--- config.mk ---
export PLATFORM = sky130hd
export DESIGN_NAME = univ_shift_reg
export DESIGN_NICKNAME = d
export VERILOG_FILES = /design/src/rtl/univ_shift_reg.sv
export SDC_FILE = /design/constraint.sdc
export NUM_CORES = 1
export LEC_CHECK = 0
export ABC_AREA = 0
export CAP_MARGIN = 25
export CORE_MARGIN = 2
export CORE_UTILIZATION = 37
export DETAILED_ROUTE_END_ITERATION = 8
export PLACE_DENSITY = 0.77
export SLEW_MARGIN = 40
export SYNTH_ARGS = -nofsm -noshare
export SYNTH_HDL_FRONTEND = slang
export SYNTH_SLANG_ARGS = --single-unit
--- constraint.sdc ---
create_clock -name clk -period 2 [get_ports clk]
set_input_delay 0.3 -clock clk [delete_from_list [all_inputs] [get_ports clk]]
set_output_delay 0.3 -clock clk [all_outputs]
set_load 0.02 [all_outputs]
--- src/rtl/univ_shift_reg.sv ---
// -----------------------------------------------------------------------------
// univ_shift_reg
// Universal shift register with parallel load, logical shifts left/right,
// rotates left/right, synchronous clear and a saturating shift counter.
//
// Ports
//   clk      : single clock, all state changes on its rising edge
//   rst_n    : asynchronous active-low reset (q=0, cnt=0)
//   en       : operation enable; when low, q and cnt hold
//   mode     : operation select
//                000 hold, 001 load, 010 shl, 011 shr,
//                100 rotl, 101 rotr, 110 clear, 111 hold
//   d        : parallel load data
//   si_l     : serial input entering bit 0 on a left shift
//   si_r     : serial input entering bit WIDTH-1 on a right shift
//   q        : register contents
//   q_bar    : bitwise inverse of q
//   cnt      : shifts since the last load/clear, saturating at WIDTH
//   drained  : high when cnt == WIDTH
// -----------------------------------------------------------------------------
module univ_shift_reg #(
  parameter int WIDTH = 8
) (
  input  logic                       clk,
  input  logic                       rst_n,
  input  logic                       en,
  input  logic [2:0]                 mode,
  input  logic [WIDTH-1:0]           d,
  input  logic                       si_l,
  input  logic                       si_r,
  output logic [WIDTH-1:0]           q,
  output logic [WIDTH-1:0]           q_bar,
  output logic [$clog2(WIDTH+1)-1:0] cnt,
  output logic                       drained
);

  localparam int CW = $clog2(WIDTH + 1);

  localparam logic [2:0] MODE_HOLD  = 3'b000;
  localparam logic [2:0] MODE_LOAD  = 3'b001;
  localparam logic [2:0] MODE_SHL   = 3'b010;
  localparam logic [2:0] MODE_SHR   = 3'b011;
  localparam logic [2:0] MODE_ROTL  = 3'b100;
  localparam logic [2:0] MODE_ROTR  = 3'b101;
  localparam logic [2:0] MODE_CLEAR = 3'b110;
  localparam logic [2:0] MODE_RSVD  = 3'b111;

  logic [WIDTH-1:0] r_q;
  logic [CW-1:0]    r_cnt;

  logic [WIDTH-1:0] w_q_next;
  logic [CW-1:0]    w_cnt_next;
  logic [CW-1:0]    w_cnt_inc;
  logic             w_cnt_full;

  // Counter saturates at WIDTH; the shift itself still happens at saturation.
  assign w_cnt_full = (r_cnt == CW'(WIDTH));
  assign w_cnt_inc  = w_cnt_full ? r_cnt : r_cnt + CW'(1);

  always_comb begin
    w_q_next   = r_q;
    w_cnt_next = r_cnt;
    if (en) begin
      case (mode)
        MODE_LOAD: begin
          w_q_next   = d;
          w_cnt_next = '0;
        end
        MODE_SHL: begin
          w_q_next   = {r_q[WIDTH-2:0], si_l};
          w_cnt_next = w_cnt_inc;
        end
        MODE_SHR: begin
          w_q_next   = {si_r, r_q[WIDTH-1:1]};
          w_cnt_next = w_cnt_inc;
        end
        MODE_ROTL: w_q_next = {r_q[WIDTH-2:0], r_q[WIDTH-1]};
        MODE_ROTR: w_q_next = {r_q[0], r_q[WIDTH-1:1]};
        MODE_CLEAR: begin
          w_q_next   = '0;
          w_cnt_next = '0;
        end
        MODE_HOLD, MODE_RSVD: begin
          w_q_next   = r_q;
          w_cnt_next = r_cnt;
        end
        default: begin
          w_q_next   = r_q;
          w_cnt_next = r_cnt;
        end
      endcase
    end
  end

  always_ff @(posedge clk or negedge rst_n) begin
    if (!rst_n) begin
      r_q   <= '0;
      r_cnt <= '0;
    end else begin
      r_q   <= w_q_next;
      r_cnt <= w_cnt_next;
    end
  end

  // All outputs derive only from the two state registers.
  assign q       = r_q;
  assign q_bar   = ~r_q;
  assign cnt     = r_cnt;
  assign drained = w_cnt_full;

endmodule

==> run metrics, run 1 <==
most common cell after layout, fill and taps aside clkdlybuf4s50_1; FF-to-FF path depth 6; GRT Overall Usage 18.4%; register area 300 um^2; worst vdd ir between 0.5 and 0.6 mV; DR vias/cell around 5.6; Critical path buffers and inverters 2; Post-Route Hold Slack slightly below 0.4 ns; CP Class reg -> out; Worst Setup SP cnt[0]$_DFFE_PN0P_; CP Depth 4; RD Place Congestion 0.854; reg2reg setup slack 0.53 ns; CTS buffer count 3; Arrival @ worst endpoint 1.51 ns; run status complete, no violations; net switching power 0.479 mW; clock period minus final worst setup slack 1.81 ns; htree depth 1; Pwr Density between 800 and 900 nW/um^2; DRC errors left 0; Slew headroom 59.8%; Hold Vio Cnt, Final 0; Synth async-reset ratio 100%; Comb pwr share 51.4%; Synth Cell Area between 1000 and 1500 um^2; DRT Pass-1 Iters 4; chip width 56.1 um; Ports 37; Routed Antenna Nets 0; vias in the first global route a little over 1k; CP endpoint kind output port; clock share of power 16.7%; Detailed Route Iter0 Violations 13; Avg Inst Size Synth a little over 8 um^2; Seq pwr share between 30% and 40%; most frequent cells in the layout clkdlybuf4s50_1 (35), nor2_1 (12), dfrtp_1 (12), inv_1 (11), o21ai_0 (11); layout cell share with drive strength beyond 1 9.32%; Final Max Slew Viols 0; startpoint types flop; Worst Max-Slew Pin Slew between 0.6 and 0.7 ns; RR Endpoint cnt[2]$_DFFE_PN0P_; cells along the critical path inv_1 > ha_1 > and3b_1 > dlygate4sd2_1; max_cap viols 0; area grow syn2layout 42.6%; HPWL after DPL 2000 um; nets@finish 180; Post-CTS Setup Bufs 0; die area between 3000 and 4000 um^2; CP Max Fanout 5; Crit-path slowest cell dfrtp_1; post-synth cell types 38; crit-path max cell delay between 0.4 and 0.5 ns; setup TNS 0 ns; final period utilization between 90% and 100%; FMAX 0.552 GHz; Starting Density 39.8%; Crit path max-delay family flip-flops; clock buffer depth 2; Int Pwr 0.723 mW; Crit Reg-Reg Startpoint cnt[0]$_DFFE_PN0P_; Filler cells 242; Worst Path Required 1.70 ns; YS warnings 0; initial antenna violation count 0; clock latency on the worst-skew pair 0.28 ns; final core occ 56.7%; row cnt 18; ant diodes 0; post-synthesis cell count 123; Port Buffers 36; commonest register cell after synthesis dfrtp_1; final setup vio count 0; CTS tree yes; unrepaired setup endpoints after global routing no; Worst-path clk slew 0.08 ns; Die H 56.1 um; Multi-input gate area just under 600 um^2; Sink Count 12; Post-Route Skew ~0.0018 ns; Sw Share between 30% and 40%; Root Buffer clkbuf_4; WL final 2710 um; via count roughly 1.1k; Post-CTS Hold Fix Bufs 0; class of the worst hold path in -> async; largest net degree at the start of global routing 15; core area 2520 um^2; cell leakage power 0.628 nW; first-pass GRT wire length approximately 4700 um; syn nets 141; GRT overflow 0; CP endpoint drained; number of synthesized register bits 12; post-synthesis sequential area ratio 29.9%; number of synthesized flops with an enable pin 0; wire per inst 14.2 um
[state kept, by name (all words and copies together), names as in the netlist]
signal  count
q           8
cnt         4
[how the worst min path moves through the flow]
stage / end / from / slack (ns)
floorplan: cnt[0]$_DFFE_PN0P_ / rst_n / 0.004
global placement: cnt[1]$_DFFE_PN0P_ / cnt[1]$_DFFE_PN0P_ / 0.57
detailed placement: cnt[2]$_DFFE_PN0P_ / cnt[2]$_DFFE_PN0P_ / 0.58
CTS: cnt[1]$_DFFE_PN0P_ / rst_n / 0.41
global route: cnt[1]$_DFFE_PN0P_ / rst_n / 0.44
finish: cnt[1]$_DFFE_PN0P_ / rst_n / 0.39
[metal layers]
layer	global-route usage, %	wire length (um)	part of all wire, %	vias up
met3	3.49	160	5.9	3
met4	5.10	23	0.85	0
met2	31.4	1330	49	37
li1	-	-	-	514
met1	23.5	1200	44	509
met5	0	0	0	-
[layout make-up]
type / instances / area share [%]
multi-input combinational: 90 / 41.1
timing repair buffer: 42 / 28.2
sequential: 12 / 21.0
inverter: 13 / 4.55
tap: 30 / 2.62
clock buffer: 4 / 2.53
[synthesized netlist by cell type (all sizes together) (3+ instances only)]
library cell | instances | area (um^2)
mux2i | 3 | 30.0
nand2 | 7 | 26.3
o211ai | 4 | 30.0
a31oi | 6 | 37.5
nand3 | 4 | 20.0
nor2 | 12 | 45.0
dfrtp | 12 | 300
a21oi | 4 | 20.0
and2 | 3 | 18.8
o21ai | 17 | 85.1
inv | 12 | 47.6
maj3 | 6 | 60.1
buf | 7 | 46.3
[per-stage QoR]
stage / cells / area [um^2] / power, mW / setup slack, ns
floorplan: 123 / 1000 / 0.721 / 0.402
global placement: 187 / 1400 / 1.00 / 0.195
detailed placement: 187 / 1400 / 1.01 / 0.112
CTS: 191 / 1430 / 1.21 / 0.174
global route: 191 / 1430 / 1.28 / 0.117
finish: 191 / 1430 / 1.20 / 0.189
[worst reg2reg max path, stage by stage, from the launching register on]
cell     delay [ns]
dfrtp_1        0.42
inv_1          0.06
ha_1           0.19
and3b_1        0.22
nor4_4         0.23
and2_1         0.18
o22a_1         0.12
[cell families after synthesis]
| group | after synthesis | share of synthesized area (%) |
|---|---|---|
| buf+inv | 21 | 11.5 |
| mux | 4 | 4.11 |
| fa+ha+maj | 8 | 8.48 |
| compound gates | 42 | 26.2 |
| simple gates | 36 | 19.8 |
| flops | 12 | 29.9 |
[power by group through the flow]
stage          logic [mW]  clock network (mW)  registers [mW]
2_1_floorplan       0.276                   0           0.445
3_3_place_gp        0.621                   0           0.383
3_5_place_dp        0.627                   0           0.386
4_1_cts             0.624               0.202           0.383
5_1_grt             0.671               0.217           0.394
6_report            0.618               0.201           0.384
[what timing repair did]
item	CTS	global route
endpoints found under the setup margin	1	0
endpoints found under the hold margin	0	0
resized for setup	1	0
Note: power is estimated with default switching activity, not from simulation.
==> run 2: changes to the inputs <==
Settings changed: PLACE_DENSITY 0.77 to 0.79.
Clock period 2 ns to 1.65 ns, I/O delays scaled along.
==> run 2 against run 1 <==
Compared with the run above: hold slack worse by 0.080 ns; worst setup slack worse by 0.13 ns; die area stayed put; cell area is 7.0% higher; utilization is 4.0 points higher; wire length is 3.2% higher; sequential cell count stayed put; cell count is 7.3% higher; via count is 1.1% higher; critical path depth is 2 lower; critical endpoint is now cnt[1]; largest cell class unchanged; largest power group unchanged.
==> run metrics, run 2 (same netlist as run 1, synthesis figures left out) <==
unrepaired setup endpoints after global routing no; Placed Instance Area 1500 um^2 (+7.5%); final period utilization a little over nine tenths; WL final 2800 um (+3.2%); reg2reg setup slack 0.13 ns (-0.40 ns); most frequent cells in the layout clkdlybuf4s50_1 (25), buf_4 (20), nor2_1 (12), dfrtp_1 (12); Hold Vio Cnt, Final 0 (unchanged); Worst Setup SP cnt[1]$_DFFE_PN0P_; ant diodes 0 (unchanged); class of the worst hold path in -> async; Root Buffer clkbuf_4; first-pass GRT wire length 4520 um (-3.3%); vias in the first global route 1,025 (+0.39%); htree depth 1 (unchanged); wire length on met1 1270 um (+5.6%); worst vdd ir 0.607 mV (+21%); Worst-path clk slew 0.08 ns (about the same); Power Total 1.49 mW (+24%); GRT overflow 0 (unchanged); FMAX 0.628 GHz; area grow syn2layout 52.6%; CTS buffer count 3 (unchanged); initial antenna violation count 0 (unchanged); final core occ 60.7% (+4.0 points); final setup vio count 0 (unchanged); startpoint types flop; chip width 56.1 um (unchanged); Die H 56.1 um (unchanged); nets@finish 194 (+7.8%); Crit Reg-Reg Startpoint cnt[0]$_DFFE_PN0P_; CP Depth 2 (-2); CP Class reg -> out; Port Buffers 36 (unchanged); RD Place Congestion 0.897 (+5.0%); Worst Max-Slew Pin Slew 0.538 ns (-0.0634 ns); HPWL after DPL 2130 um (+6.8%); crit-path max cell delay 0.60 ns (+0.17 ns); Crit path max-delay family buffers and inverters; Post-CTS Setup Bufs 0 (unchanged); Crit-path slowest cell clkdlybuf4s50_1; CP endpoint kind output port; Post-Route Skew 0.00179 ns (-0.0000457 ns); clock period minus final worst setup slack about 1.6 ns; Arrival @ worst endpoint 1.35 ns (-0.16 ns); DR vias/cell 5.24 (-5.8%); Final Max Slew Viols 0 (unchanged); Detailed Route Iter0 Violations 21 (+8); Setup WS pre-CTS -0.125 ns (-0.237 ns); layout cell share with drive strength beyond 1 17.1% (+7.8 points); most common cell after layout, fill and taps aside clkdlybuf4s50_1; Met3 Wirelength 137 um (-14%); Top Metal Used met4; DRC errors left 0 (unchanged); clock latency on the worst-skew pair 0.28 ns (about the same); max FFs per register 8 (unchanged); Ports 37 (unchanged); Filler cells 241 (-0.41%); Slew headroom 64.0% (+4.2 points); max_cap viols 0 (unchanged); GRT Overall Usage 17.9% (-0.55 points); DRT Pass-1 Iters 4 (unchanged); cell leakage power 0.732 nW (+17%); run status complete, no violations; Finished Cell Area 1530 um^2 (+7.0%); post-route insts no fill 205 (+7.3%); CP endpoint cnt[1]; Worst Path Required 1.40 ns (-0.30 ns); Sink Count 12 (unchanged); DP Cell Count 201 (+7.5%); cells along the critical path buf_4 > clkdlybuf4s50_1; largest net degree at the start of global routing 16 (+1); clock buffer depth 2 (unchanged); Starting Density 39.8% (unchanged); Critical path buffers and inverters 2 (unchanged); via count 1,075 (+1.1%); metal2 WL 1370 um (+2.8%); Pwr Density 972 nW/um^2 (+16%); Post-CTS Hold Fix Bufs 0 (unchanged); Final WS setup 0.0574 ns (-0.131 ns); wire per inst 13.7 um (-3.8%); row cnt 18 (unchanged); RR Endpoint cnt[0]$_DFFE_PN0P_; Routed Antenna Nets 0 (unchanged); CTS tree yes; CP Max Fanout 4 (-1); die area 3140 um^2 (unchanged); FF-to-FF path depth 7 (+1); core area 2520 um^2 (unchanged)
[run 2: layout make-up]
| cell class | instances | area, um^2 | share of cell area (%) |
|---|---|---|---|
| Multi-Input combinational cell | 90 | 588 | 38.4 |
| Inverter | 13 | 65.1 | 4.25 |
| Clock buffer | 4 | 36.3 | 2.37 |
| Timing Repair Buffer | 56 | 504 | 32.9 |
| Tap cell | 30 | 37.5 | 2.45 |
| Sequential cell | 12 | 300 | 19.6 |
[run 2: timing repair]
action / 4_1_cts / 5_1_grt
pin swaps: 0 / 0
setup endpoints to repair: 8 / 4
resized for setup: 8 / 5
[run 2: worst min-delay path by stage]
stage,cells past startpoint,start,to
4_1_cts,1,rst_n,cnt[3]$_DFFE_PN0P_
3_3_place_gp,1,cnt[2]$_DFFE_PN0P_,cnt[2]$_DFFE_PN0P_
5_1_grt,1,rst_n,cnt[1]$_DFFE_PN0P_
6_report,1,rst_n,cnt[3]$_DFFE_PN0P_
3_5_place_dp,1,cnt[2]$_DFFE_PN0P_,cnt[2]$_DFFE_PN0P_
2_1_floorplan,0,rst_n,cnt[0]$_DFFE_PN0P_
[run 2: worst reg2reg max path, cell delays in order (launching register included)]
cell and delay, ns:
dfrtp_1 0.36, inv_1 0.05, ha_1 0.19, and3b_1 0.19, buf_4 0.15, o21ai_0 0.07
nand3_1 0.12, mux2_2 0.28
[run 2: power by group]
part	switching, mW	leakage (nW)	internal (mW)
logic	0.402	0.567	0.396
clock network	0.110	0.0210	0.134
registers	0.0784	0.144	0.367
total	0.591	0.732	0.898
[run 2: through the flow]
step	hold WS [ns]	setup TNS (ns)
detailed placement	0.569	-0.879
global route	0.364	0
floorplan	-0.0481	0
CTS	0.334	0
finish	0.311	0
global placement	0.567	-0.634
[run 2: metal layers]
metal  vias to the layer above  GRT usage [%]
met5                         -              0
met4                         0           5.78
met3                         3           3.72
met2                        25           31.3
met1                       508           21.7
li1                        539              -
